$ cat config.mk
export PLATFORM = sky130hd
export DESIGN_NAME = run_status_monitor
export DESIGN_NICKNAME = d
export VERILOG_FILES = /design/src/rtl/run_status_monitor.sv
export SDC_FILE = /design/constraint.sdc
export NUM_CORES = 1
export LEC_CHECK = 0
export BUFFER_PORTS_ARGS = -buffer_cell sky130_fd_sc_hd__clkbuf_2
export CAP_MARGIN = 20
export CORE_ASPECT_RATIO = 0.5
export CORE_MARGIN = 5
export CORE_UTILIZATION = 51
export DETAILED_ROUTE_END_ITERATION = 12
export GPL_TIMING_DRIVEN = 0
export PLACE_DENSITY_LB_ADDON = 0.05
export RECOVER_POWER = 25
export SLEW_MARGIN = 20
export SYNTH_ARGS = -nofsm -noshare
export SYNTH_HDL_FRONTEND = slang
export SYNTH_SLANG_ARGS = --single-unit
$ cat constraint.sdc
create_clock -name clk_i -period 3.8 [get_ports clk_i]
set_input_delay 0 -clock clk_i [delete_from_list [all_inputs] [get_ports clk_i]]
set_output_delay 0 -clock clk_i [all_outputs]
set_load 0.01 [all_outputs]
$ cat src/rtl/run_status_monitor.sv
// rtl/run_status_monitor.sv - run supervisor: write-window watch, cycle budget, sticky run status
module run_status_monitor #(
  parameter int unsigned NUM_PORTS   = 2,
  parameter int unsigned ADDR_WIDTH  = 32,
  parameter logic [ADDR_WIDTH-1:0] WIN_LO = ADDR_WIDTH'(32'h0020_0000),
  parameter logic [ADDR_WIDTH-1:0] WIN_HI = ADDR_WIDTH'(32'h0024_0000),
  parameter int unsigned CYCLE_WIDTH = 32,
  parameter bit          VIOL_FATAL  = 1'b0,
  localparam int unsigned PW = (NUM_PORTS > 1) ? $clog2(NUM_PORTS) : 1
) (
  input  logic                            clk_i,
  input  logic                            rst_ni,
  input  logic                            start_i,
  input  logic [CYCLE_WIDTH-1:0]          max_cycles_i,
  input  logic [NUM_PORTS-1:0]            wr_req_i,
  input  logic [NUM_PORTS-1:0]            wr_we_i,
  input  logic [NUM_PORTS*ADDR_WIDTH-1:0] wr_addr_i,
  input  logic                            tests_passed_i,
  input  logic                            tests_failed_i,
  input  logic                            exit_valid_i,
  input  logic [31:0]                     exit_value_i,
  output logic [2:0]                      status_o,
  output logic                            done_o,
  output logic [CYCLE_WIDTH-1:0]          cycle_cnt_o,
  output logic [31:0]                     exit_value_o,
  output logic [15:0]                     viol_cnt_o,
  output logic                            viol_valid_o,
  output logic [ADDR_WIDTH-1:0]           viol_addr_o,
  output logic [PW-1:0]                   viol_port_o
);

  typedef enum logic [2:0] {
    S_IDLE     = 3'd0,
    S_RUN      = 3'd1,
    S_PASS     = 3'd2,
    S_FAIL     = 3'd3,
    S_EXIT_OK  = 3'd4,
    S_EXIT_ERR = 3'd5,
    S_TIMEOUT  = 3'd6
  } state_t;

  state_t                  state_q, state_d;
  logic [CYCLE_WIDTH-1:0]  cycle_cnt_q;
  logic [31:0]             exit_value_q;
  logic [15:0]             viol_cnt_q, viol_cnt_next;
  logic                    viol_valid_q;
  logic [ADDR_WIDTH-1:0]   viol_addr_q, first_addr;
  logic [PW-1:0]           viol_port_q, first_port;
  logic [NUM_PORTS-1:0]    viol_vec;
  logic [16:0]             viol_sum;
  logic                    any_viol;
  logic                    timeout_hit;

  // Violation detect, popcount and lowest-index capture across all ports
  always_comb begin
    viol_vec   = '0;
    viol_sum   = {1'b0, viol_cnt_q};
    first_port = '0;
    first_addr = '0;
    for (int p = 0; p < NUM_PORTS; p++) begin
      viol_vec[p] = wr_req_i[p] & wr_we_i[p] &
                    ((wr_addr_i[p*ADDR_WIDTH +: ADDR_WIDTH] < WIN_LO) |
                     (wr_addr_i[p*ADDR_WIDTH +: ADDR_WIDTH] > WIN_HI));
      viol_sum    = viol_sum + 17'(viol_vec[p]);
    end
    for (int p = NUM_PORTS - 1; p >= 0; p--) begin
      if (viol_vec[p]) begin
        first_port = PW'(p);
        first_addr = wr_addr_i[p*ADDR_WIDTH +: ADDR_WIDTH];
      end
    end
    any_viol      = |viol_vec;
    viol_cnt_next = viol_sum[16] ? 16'hFFFF : viol_sum[15:0];
  end

  // Equality compare on purpose: lowering the budget mid-run never fires
  assign timeout_hit = (max_cycles_i != '0) &&
                       (cycle_cnt_q == max_cycles_i - CYCLE_WIDTH'(1));

  always_comb begin
    state_d = state_q;
    if (start_i) begin
      state_d = S_RUN;
    end else if (state_q == S_RUN) begin
      if (tests_failed_i || (VIOL_FATAL && any_viol)) state_d = S_FAIL;
      else if (tests_passed_i)                        state_d = S_PASS;
      else if (exit_valid_i)
        state_d = (exit_value_i == 32'd0) ? S_EXIT_OK : S_EXIT_ERR;
      else if (timeout_hit)                           state_d = S_TIMEOUT;
    end
  end

  always_ff @(posedge clk_i or negedge rst_ni) begin
    if (!rst_ni) begin
      state_q      <= S_IDLE;
      cycle_cnt_q  <= '0;
      exit_value_q <= '0;
      viol_cnt_q   <= '0;
      viol_valid_q <= 1'b0;
      viol_addr_q  <= '0;
      viol_port_q  <= '0;
    end else begin
      state_q <= state_d;
      if (start_i) begin
        cycle_cnt_q  <= '0;
        exit_value_q <= '0;
        viol_cnt_q   <= '0;
        viol_valid_q <= 1'b0;
        viol_addr_q  <= '0;
        viol_port_q  <= '0;
      end else if (state_q == S_RUN) begin
        // The ending edge leaves the counter showing the cycle the event arrived in
        if (state_d == S_RUN && cycle_cnt_q != '1)
          cycle_cnt_q <= cycle_cnt_q + CYCLE_WIDTH'(1);
        viol_cnt_q <= viol_cnt_next;
        if (any_viol && !viol_valid_q) begin
          viol_valid_q <= 1'b1;
          viol_addr_q  <= first_addr;
          viol_port_q  <= first_port;
        end
        if (state_d == S_EXIT_OK || state_d == S_EXIT_ERR)
          exit_value_q <= exit_value_i;
      end
    end
  end

  assign status_o     = state_q;
  assign done_o       = (state_q != S_IDLE) && (state_q != S_RUN);
  assign cycle_cnt_o  = cycle_cnt_q;
  assign exit_value_o = exit_value_q;
  assign viol_cnt_o   = viol_cnt_q;
  assign viol_valid_o = viol_valid_q;
  assign viol_addr_o  = viol_addr_q;
  assign viol_port_o  = viol_port_q;

endmodule

==> metrics, run 1 <==
insertion delay of the later-clocked pin in the worst-skew pair around 410 ps; capturing point of the worst reg2reg path cycle_cnt_o[14]; fraction of final layout cells sized beyond drive strength 1 approximately a quarter; Die Width 178 um; number of flip-flops and latches in the synthesized netlist 117; R2R cell count 11; Compound-Gate Fraction of Synth Area approximately 22%; launch instance of the worst register-to-register path cycle_cnt_o[2]; Crit path arrival time between 3000 and 4000 ps; initial antenna violation count 0; y dimension of the die around 94 um; maximum achievable frequency slightly below 300 MHz; Non-Filler Instances 1386; source of the worst hold timing path wr_addr_i[51]; Clock Tree Buf Depth 2; number of enable-type register cells in the synthesized netlist 0; Yosys warnings 0; TritonCTS clock tree done; number of hold buffers added after cts 85; total die area about 17000 um^2; Via density slightly above 6; Total Negative Setup Slacks 0 ps; CP Data Required Time 4070 ps; peak supply drop ~380 uV; I/O Buffers roughly 250; global-route wire length before repair 43500 um; Max Fanout on Critical Path 5; average routed wire per standard cell 19.9 um; effective utilization at floorplan between 50 and 60%; Post-Place Cells ~1300; number of distinct standard cells referenced by the synthesized netlist 72; proportion of synthesized area in mux cells 1.62%; number of nets with antenna violations after detailed routing 0; end point of the most critical hold path viol_addr_o[19]; Hold Path Stages 3; CTS Buf Count 17; sequential element share of the synthesized area between 40% and 50%; violated checks capacitance limit, slew limit; Post-Syn Area 7180 um^2; predominant post-synthesis flop cell sky130_fd_sc_hd__dfrtp_1; via count of the first global-routing pass 8337; endpoint type of the worst setup path flip-flop; post-layout min period approximately 3400 ps; CTS sink cnt 117; top cells by area in the synthesized netlist sky130_fd_sc_hd__dfrtp_1, sky130_fd_sc_hd__nor2_1, sky130_fd_sc_hd__a211oi_1; global placer's final weighted congestion around 0.93; cell row count 30; final setup slack of the worst path around 410 ps; # Post-CTS Setup Buffers 0; count of unresolved DRC violations after routing 0; post-cts sizing count 0; Post-Place Setup Slack ~84 ps; register-to-register setup slack ~480 ps; Starting DRT DRC Count about 700; Maximum Capacitance Violations 1; length of the first detailed-routing pass in iterations 7; aggregate global routing overflow 0; post-synthesis share of cell area spent on xor and xnor gates 4.51%; unrepaired setup endpoints after global routing false; number of nets in the synthesized netlist 963; Worst setup SP type input pin; pin count of the biggest net entering global routing 80; simple-gate share of the synthesized area roughly a quarter; placeable core region between 10000 and 15000 um^2; nets@finish between 1000 and 1500; fin crit share 89.3%; most frequent standard cell in the layout excluding fill and tap cells sky130_fd_sc_hd__clkbuf_2; result of the run complete, but fails checks; H-tree depth 4; power per cell area 373 nW/um^2; main combinational cell family by area after synthesis simple AND/OR/NAND/NOR gates; Crit Path Category input pin to flip-flop; leakage power total around 4.5 nW; Final Setup Violations 0; slew at the pin closest to its max-slew limit 2140 ps; Final Hold Fails 0; gr usage total 32.9%; Synth top area share around two fifths; wire length reported by the detailed router around 28000 um; Final Total Pwr 3.79 mW; placed wire-length estimate after detailed placement between 15000 and 20000 um; share of the core filled with cells in the final layout approximately 74%; register clock-pin slew on the reported worst setup and hold paths 60 ps; post-synthesis cell type with the largest combined area sky130_fd_sc_hd__dfrtp_1; Max transition margin -42.8%; synth-to-layout area growth 41.5%; Post-synth ARST share between 90% and 100%; adder-cell share of the synthesized area less than 1%; Avg Inst Size Synth ~8.7 um^2; path category of the worst min-delay check input pin to flip-flop; count of boundary I/O pins 256; clock root buffer sky130_fd_sc_hd__clkbuf_16; Max Transition Viols Final 40; Worst Clk Skew ~13 ps; Gate Count Post-Synth roughly 800; commonest cells after routing, fill and taps aside sky130_fd_sc_hd__clkbuf_2, sky130_fd_sc_hd__dfrtp_1, sky130_fd_sc_hd__dlygate4sd3_1; via count 8463
[stage by stage]
stage | hold WS (ps) | area (um^2)
global route | 34.2 | 10200
detailed placement | -61.0 | 8720
finish | 7.43 | 10200
floorplan | -296 | 7180
global placement | 233 | 8680
CTS | 1.57 | 10200
[kinds of logic (layout without fill, tap and decap cells)]
group / after synthesis / in the layout
and+or+nand+nor: 357 / 357
AOI/OAI and AO/OA: 229 / 229
DFF: 117 / 117
buffers and inverters: 66 / 436
xor gates and xnor gates: 37 / 37
muxes: 11 / 11
adders and majority gates: 4 / 4
other: 0 / 3
[worst max-delay path: stages]
cell and delay [ps]:
sky130_fd_sc_hd__dlygate4sd3_1 540, sky130_fd_sc_hd__clkbuf_2 120, sky130_fd_sc_hd__or4_1 530, sky130_fd_sc_hd__o41ai_1 450
sky130_fd_sc_hd__a41oi_1 320, sky130_fd_sc_hd__fa_1 530, sky130_fd_sc_hd__ha_1 240, sky130_fd_sc_hd__nand3_1 140
sky130_fd_sc_hd__nor2_1 100, sky130_fd_sc_hd__nor2_1 320, sky130_fd_sc_hd__nand3_1 130, sky130_fd_sc_hd__a21oi_1 180
sky130_fd_sc_hd__nor2_1 50
[how the worst max path moves through the flow]
stage | start | endpoint | cells past startpoint | slack (ps)
final | wr_addr_i[32] | viol_cnt_o[9] | 13 | 410
after global routing | wr_addr_i[32] | viol_cnt_o[11] | 13 | 130
after CTS | wr_addr_i[32] | viol_cnt_o[9] | 13 | 470
after detailed placement | max_cycles_i[0] | cycle_cnt_o[8] | 11 | 80
after global placement | max_cycles_i[0] | cycle_cnt_o[14] | 12 | 80
after floorplan | max_cycles_i[0] | cycle_cnt_o[12] | 12 | 1020
[report_power, final]
part           internal [mW]  switching [mW]  total (mW)
combinational          0.289           0.426       0.715
sequential              1.31          0.0551        1.37
clock                   1.13           0.580        1.71
total                   2.73            1.06        3.79
[per-layer routing]
metal	wire [um]	track usage [%]
met1	11100	41.7
met2	13100	54.7
met3	2440	8.60
met4	893	11.8
met5	0	0
[flip-flops by register name, indices dropped and copies added, names as in the netlist]
name          cells
viol_addr_o      32
exit_value_o     32
viol_valid_o      1
cycle_cnt_o      32
viol_port_o       1
viol_cnt_o       16
status_o          3
[cell type report]
class,count,area [um^2]
sequential,117,2930
clock buffer,22,464
antenna,3,7.51
clock inverter,10,153
tap,192,240
fill,1050,3500
timing repair buffer,338,2120
inverter,18,67.6
multi-input combinational,638,3980
buffer,48,213
[synthesized netlist by cell type (4+ instances only)]
cell type	count
sky130_fd_sc_hd__a211oi_1	36
sky130_fd_sc_hd__a21oi_1	50
sky130_fd_sc_hd__a22o_1	16
sky130_fd_sc_hd__a22oi_1	34
sky130_fd_sc_hd__a311oi_1	6
sky130_fd_sc_hd__a31oi_1	7
sky130_fd_sc_hd__a41oi_1	7
sky130_fd_sc_hd__and2_1	5
sky130_fd_sc_hd__and3_1	15
sky130_fd_sc_hd__and4_1	5
sky130_fd_sc_hd__buf_2	4
sky130_fd_sc_hd__clkbuf_1	38
sky130_fd_sc_hd__dfrtp_1	117
sky130_fd_sc_hd__inv_1	17
sky130_fd_sc_hd__mux2_2	5
sky130_fd_sc_hd__mux2i_1	6
sky130_fd_sc_hd__nand2_1	65
sky130_fd_sc_hd__nand2b_1	4
sky130_fd_sc_hd__nand3_1	34
sky130_fd_sc_hd__nand4_1	19
sky130_fd_sc_hd__nor2_1	79
sky130_fd_sc_hd__nor2b_1	8
sky130_fd_sc_hd__nor3_1	26
sky130_fd_sc_hd__nor4_1	28
sky130_fd_sc_hd__nor4b_1	5
sky130_fd_sc_hd__o21a_1	5
sky130_fd_sc_hd__o21ai_0	39
sky130_fd_sc_hd__o22ai_1	4
sky130_fd_sc_hd__or3_1	25
sky130_fd_sc_hd__or4_1	8
sky130_fd_sc_hd__xnor2_1	23
sky130_fd_sc_hd__xor2_1	14
Note: power is estimated with default switching activity, not from simulation.
==> run 2: changes to the inputs <==
--- a/config.mk
+++ b/config.mk
@@ -9,7 +9,7 @@
 export CAP_MARGIN = 20
 export CORE_ASPECT_RATIO = 0.5
 export CORE_MARGIN = 5
-export CORE_UTILIZATION = 51
+export CORE_UTILIZATION = 40
 export DETAILED_ROUTE_END_ITERATION = 12
 export GPL_TIMING_DRIVEN = 0
 export PLACE_DENSITY_LB_ADDON = 0.05
==> run 2 against run 1 <==
Against the previous run:
- the flow still finishes with violations (capacitance limit, slew limit)
- first-iteration DRC count shrank 21%
- sequential share of layout area shrank 0.13 points
- worst hold slack better by 14 ps
- sequential power about the same
- wire length about the same
- power is 3.0% lower
- final area is 0.47% higher
- global-route usage down 6.9 points
- maximum frequency is 2.7% lower
- flip-flop and latch count unchanged
- setup slack worse by 94 ps
- register-to-register slack got worse by 90 ps
==> metrics, run 2 (same netlist as run 1, synthesis figures left out) <==
result of the run complete, but fails checks (unchanged); violated checks capacitance limit, slew limit (unchanged); R2R cell count 11 (unchanged); global placer's final weighted congestion 0.916 (was 0.927); count of boundary I/O pins 256 (unchanged); post-route worst hold slack 21.6 ps (was 7.43 ps); Max Fanout on Critical Path 10 (was 5); unrepaired setup endpoints after global routing false (unchanged); Starting DRT DRC Count 558 (was 704); aggregate global routing overflow 0 (unchanged); initial antenna violation count 0 (unchanged); total die area 20900 um^2 (was 16700 um^2); Clock Tree Buf Depth 2 (unchanged); average routed wire per standard cell 19.3 um (was 19.9 um); capturing element of the worst setup path viol_cnt_o[11] (was viol_cnt_o[9]); fraction of final layout cells sized beyond drive strength 1 26.9% (was 26.6%); path category of the worst min-delay check input pin to flip-flop (unchanged); maximum achievable frequency 287 MHz (was 295 MHz); power per cell area 360 nW/um^2 (was 373 nW/um^2); Maximum Capacitance Violations 1 (unchanged); y dimension of the die 105 um (was 93.9 um); peak supply drop 230 uV (was 384 uV); effective utilization at floorplan 41.1% (was 52.6%); Worst Clk Skew 6.87 ps (was 13.4 ps); nets@finish 1321 (was 1320); via count of the first global-routing pass 8140 (was 8337); most frequent standard cell in the layout excluding fill and tap cells sky130_fd_sc_hd__clkbuf_2 (unchanged); endpoint type of the worst setup path flip-flop (unchanged); launch instance of the worst register-to-register path cycle_cnt_o[2] (unchanged); sequential cell area 2930 um^2 (unchanged); # Post-CTS Setup Buffers 0 (unchanged); CP Data Required Time 4060 ps (was 4070 ps); CTS sink cnt 117 (unchanged); TritonCTS clock tree done (unchanged); crit path launch wr_addr_i[13] (was wr_addr_i[32]); wire length reported by the detailed router 27500 um (about the same); Max transition margin -80.0% (was -42.8%); length of the first detailed-routing pass in iterations 5 (was 7); pin count of the biggest net entering global routing 72 (was 80); cell row count 34 (was 30); Final Hold Fails 0 (unchanged); global-route wire length before repair 43600 um (was 43500 um); leakage power total 4.44 nW (was 4.46 nW); area taken by multi-input logic gates 3990 um^2 (was 3980 um^2); insertion delay of the later-clocked pin in the worst-skew pair 400 ps (was 410 ps); commonest cells after routing, fill and taps aside sky130_fd_sc_hd__clkbuf_2, sky130_fd_sc_hd__dfrtp_1, sky130_fd_sc_hd__dlygate4sd3_1 (unchanged); Total Negative Setup Slacks 0 ps (unchanged); Worst setup SP type input pin (unchanged); register-to-register setup slack 390 ps (was 480 ps); Via density 5.69 (was 6.11); register clock-pin slew on the reported worst setup and hold paths 50 ps (was 60 ps); H-tree depth 4 (unchanged); placed wire-length estimate after detailed placement 20700 um (was 19400 um); Crit Path Category input pin to flip-flop (unchanged); I/O Buffers 252 (unchanged); gr usage total 26.0% (was 32.9%); Die Width 200 um (was 178 um); CTS Buf Count 17 (unchanged); clock root buffer sky130_fd_sc_hd__clkbuf_16 (unchanged); Max Transition Viols Final 47 (was 40); number of nets with antenna violations after detailed routing 0 (unchanged); via count 8111 (was 8463); slew at the pin closest to its max-slew limit 2700 ps (was 2140 ps); number of fillers in the final layout 1631 (was 1050); synth-to-layout area growth 42.2% (was 41.5%); Final Setup Violations 0 (unchanged); Crit path arrival time 3740 ps (was 3670 ps); fin crit share 91.8% (was 89.3%); antenna cell count 0 (was 3); post-layout min period 3490 ps (was 3390 ps); count of unresolved DRC violations after routing 0 (unchanged); placeable core region 17500 um^2 (was 13700 um^2); capturing point of the worst reg2reg path cycle_cnt_o[14] (unchanged)
run 2: cell count changes in the layout (fill, tap and decap cells not counted), sizes merged:
cell         previous run  this run
inv                    17        21
diode                   3         0
clkbuf                315       309
dlygate4sd3            85        86
bufinv                  4         2
buf                     8         9
clkinv                  6         8
run 2: cell type report:
type	count	share of cell area (%)
Sequential cell	117	28.7
Multi-Input combinational cell	638	39.0
Clock buffer	17	4.17
Buffer	48	2.08
Inverter	18	0.662
Timing Repair Buffer	339	21.0
Clock inverter	14	1.49
Tap cell	234	2.87
run 2: layer usage:
metal	GRT usage [%]	wire length (um)	part of all wire, %	vias up
met4	7.51	589	2.1	0
li1	-	-	-	3845
met1	35.2	11900	43	3893
met3	6.72	2360	8.6	44
met5	0	0	0	-
met2	41.3	12700	46	329
run 2: stage by stage:
stage | instance area, um^2 | std cells | util, % | setup WS [ps] | power, mW
global route | 10200 | 1425 | 58.4 | 48.9 | 3.85
CTS | 10200 | 1425 | 58.4 | 140 | 3.69
global placement | 8740 | 1307 | 50.0 | 155 | 2.01
detailed placement | 8770 | 1308 | 50.2 | 99.2 | 2.02
floorplan | 7180 | 821 | - | 1020 | 1.69
finish | 10200 | 1425 | 58.4 | 313 | 3.67
run 2: worst min path at each step:
stage                     startpoint                to  slack [ps]  depth (start not counted)
CTS                     wr_addr_i[9]    viol_addr_o[9]           6                          3
global route            wr_addr_i[9]    viol_addr_o[9]          30                          3
floorplan                     rst_ni    cycle_cnt_o[0]        -300                          0
finish                  wr_addr_i[9]    viol_addr_o[9]          20                          3
global placement    exit_value_i[30]  exit_value_o[30]         230                          3
detailed placement            rst_ni    viol_addr_o[5]         -30                          1
run 2: critical path, cell delays in order:
cell	delay (ps)
sky130_fd_sc_hd__dlygate4sd3_1	540
sky130_fd_sc_hd__clkbuf_2	120
sky130_fd_sc_hd__nor4_1	320
sky130_fd_sc_hd__nand4_1	210
sky130_fd_sc_hd__o22ai_1	230
sky130_fd_sc_hd__a41oi_2	310
sky130_fd_sc_hd__clkbuf_1	340
sky130_fd_sc_hd__fa_1	500
sky130_fd_sc_hd__ha_1	240
sky130_fd_sc_hd__nand3_1	150
sky130_fd_sc_hd__or2_2	130
sky130_fd_sc_hd__clkbuf_1	280
sky130_fd_sc_hd__o21ai_0	150
sky130_fd_sc_hd__a21oi_1	170
sky130_fd_sc_hd__a311oi_1	70
run 2: repair_timing:
action	4_1_cts	5_1_grt
hold endpoints to repair	177	0
gates resized for setup	0	2
hold buffers	86	0
setup endpoints to repair	0	3
run 2: report_power, final:
part	switching, mW	internal, mW
combinational	0.425	0.293
sequential	0.0545	1.31
clock	0.620	0.970
total	1.10	2.57
==> run 3: changes to the inputs <==
==> constraint.sdc (replaced) <==
create_clock -name clk_i -period 3.8 [get_ports clk_i]
set_input_delay 0.57 -clock clk_i [delete_from_list [all_inputs] [get_ports clk_i]]
set_output_delay 0.57 -clock clk_i [all_outputs]
set_load 0.01 [all_outputs]
==> run 3 against run 2 <==
Against the previous run:
- the run still ends with capacitance limit, slew limit left
- critical path depth down 4
- power is 2.0% lower
- worst hold slack better by 370 ps
- maximum frequency down 3.4%
- flip-flop and latch count unchanged
- clock power barely moved
- die area stayed put
- global-route usage down 1.3 points
- clock skew up 1.1 ps
- non-clock buffer count decreased by 86
- sequential power is essentially flat
- combinational power is 11% lower
- critical endpoint is now cycle_cnt_o[7]
- largest cell class unchanged
- highest routed layer unchanged
==> metrics, run 3 (same netlist as run 1, synthesis figures left out) <==
peak supply drop 231 uV (was 230 uV); Post-Place Cells 1308 (unchanged); Die Width 200 um (unchanged); effective utilization at floorplan 41.1% (unchanged); Clock Tree Buf Depth 2 (unchanged); Final Hold Fails 0 (unchanged); total die area 20900 um^2 (unchanged); Post-Place Setup Slack -471 ps (was 99.2 ps); most frequent standard cell in the layout excluding fill and tap cells sky130_fd_sc_hd__clkbuf_2 (unchanged); # Post-CTS Setup Buffers 0 (unchanged); count of boundary I/O pins 256 (unchanged); number of fillers in the final layout 1711 (was 1631); Non-Filler Instances 1339 (was 1425); maximum achievable frequency 277 MHz (was 287 MHz); post-route design area 9360 um^2 (was 10200 um^2); via count 7716 (was 8111); power per cell area 385 nW/um^2 (was 360 nW/um^2); insertion delay of the later-clocked pin in the worst-skew pair 410 ps (was 400 ps); register clock-pin slew on the reported worst setup and hold paths 60 ps (was 50 ps); commonest cells after routing, fill and taps aside sky130_fd_sc_hd__clkbuf_2, sky130_fd_sc_hd__dfrtp_1, sky130_fd_sc_hd__nor2_1 (was sky130_fd_sc_hd__clkbuf_2, sky130_fd_sc_hd__dfrtp_1, sky130_fd_sc_hd__dlygate4sd3_1); Maximum Capacitance Violations 1 (unchanged); clock root buffer sky130_fd_sc_hd__clkbuf_16 (unchanged); wire length reported by the detailed router 26400 um (was 27500 um); path category of the worst min-delay check input pin to flip-flop (unchanged); count of unresolved DRC violations after routing 0 (unchanged); CP Data Required Time 4130 ps (was 4060 ps); crit path launch max_cycles_i[0] (was wr_addr_i[13]); pin count of the biggest net entering global routing 72 (unchanged); H-tree depth 4 (unchanged); area taken by multi-input logic gates 3990 um^2 (about the same); I/O Buffers 252 (unchanged); aggregate global routing overflow 0 (unchanged); TritonCTS clock tree done (unchanged); nets@finish 1235 (was 1321); Total Negative Setup Slacks 0 ps (unchanged); initial antenna violation count 0 (unchanged); violated checks capacitance limit, slew limit (unchanged); Starting DRT DRC Count 515 (was 558); source of the worst hold timing path exit_value_i[30] (was wr_addr_i[9]); Crit path arrival time 3940 ps (was 3740 ps); placed wire-length estimate after detailed placement 20700 um (unchanged); CTS sink cnt 117 (unchanged); Final Setup Violations 0 (unchanged); result of the run complete, but fails checks (unchanged); post-layout min period 3610 ps (was 3490 ps); average routed wire per standard cell 19.7 um (was 19.3 um); Via density 5.76 (was 5.69); placeable core region 17500 um^2 (unchanged); length of the first detailed-routing pass in iterations 5 (unchanged); Worst Clk Skew 7.95 ps (was 6.87 ps); Max Transition Viols Final 47 (unchanged); cell row count 34 (unchanged); slowest library cell on the worst path sky130_fd_sc_hd__nor3_2 (was sky130_fd_sc_hd__dlygate4sd3_1); Crit Path Category input pin to flip-flop (unchanged); Max Fanout on Critical Path 10 (unchanged); cell area reported after detailed placement 8770 um^2 (unchanged); CTS Buf Count 17 (unchanged); number of nets with antenna violations after detailed routing 0 (unchanged); y dimension of the die 105 um (unchanged); global placer's final weighted congestion 0.916 (unchanged); fraction of final layout cells sized beyond drive strength 1 29.2% (was 26.9%); launch instance of the worst register-to-register path cycle_cnt_o[2] (unchanged); final setup slack of the worst path 190 ps (was 313 ps); unrepaired setup endpoints after global routing false (unchanged); Worst setup SP type input pin (unchanged); Max transition margin -74.1% (was -80.0%); cell breakdown of the critical path clkbuf_2, inv_1, ha_1, nor3b_2, nand4_2, or3_2, a211oi_1, nand4_2, nor3_2, o21ai_0, a21oi_1 (was dlygate4sd3_1, clkbuf_2, nor4_1, nand4_1, o22ai_1, a41oi_2, clkbuf_1, fa_1, ha_1, nand3_1, or2_2, clkbuf_1, o21ai_0, a21oi_1, a311oi_1); leakage power total 4.13 nW (was 4.44 nW); via count of the first global-routing pass 7557 (was 8140); fin crit share 95.0% (was 91.8%); antenna cell count 0 (unchanged); slew at the pin closest to its max-slew limit 2610 ps (was 2700 ps); synth-to-layout area growth 30.3% (was 42.2%); Final Total Pwr 3.60 mW (was 3.67 mW); number of hold buffers added after cts 0 (was 86); critical path's largest stage delay 670 ps (was 540 ps); gr usage total 24.7% (was 26.0%); sequential cell area 2930 um^2 (unchanged); endpoint type of the worst setup path flip-flop (unchanged); most numerous cell on the critical path sky130_fd_sc_hd__nand4_2 (was sky130_fd_sc_hd__clkbuf_1); global-route wire length before repair 41200 um (was 43600 um)
[run 3: repair_timing]
item,4_1_cts,5_1_grt
resized for setup,1,4
setup endpoints to repair,11,3
gates cloned,0,0
endpoints found under the hold margin,0,0
[run 3: area by class of cell]
cell class	count	share of cell area, %
buffer	48	2.29
clock buffer	17	4.54
clock inverter	14	1.63
inverter	18	0.722
multi-input combinational	638	42.7
sequential	117	31.3
tap	234	3.13
timing repair buffer	253	13.8
[run 3: through the flow]
| step | util, % | hold WS (ps) |
|---|---|---|
| final | 53.5 | 394 |
| after detailed placement | 50.2 | 480 |
| after floorplan | - | 274 |
| after CTS | 53.5 | 106 |
| after global routing | 53.5 | 393 |
| after global placement | 50.0 | 484 |
[run 3: critical path, delay by kind of cell]
family / cells / cell delay [ps]
compound gates: 3 / 700
fa+ha+maj: 1 / 210
simple gates: 5 / 2250
buf+inv: 2 / 200
[run 3: worst paths after layout]
kind | end | slack (ps) | cells after the start
worst min-delay path | exit_value_o[30] | 390 | 3
worst max-delay path | cycle_cnt_o[7] | 190 | 11
worst min register to register | exit_value_o[0] | 500 | 1
min in group asynchronous | viol_addr_o[5] | 980 | 1
max in group asynchronous | viol_addr_o[18] | 1330 | 1
worst max register to register | cycle_cnt_o[14] | 400 | 11
[run 3: layer usage]
layer / vias up / track usage (%) / part of all wire [%]
met1: 3699 / 34.5 / 45
met3: 36 / 6.91 / 8.5
li1: 3669 / - / -
met2: 312 / 37.8 / 45
met5: - / 0 / 0
met4: 0 / 6.40 / 1.8
[run 3: power by group]
part	total (mW)	internal, mW	switching (mW)
logic	0.637	0.231	0.405
registers	1.37	1.31	0.0545
clock network	1.60	0.970	0.628
total	3.60	2.51	1.09
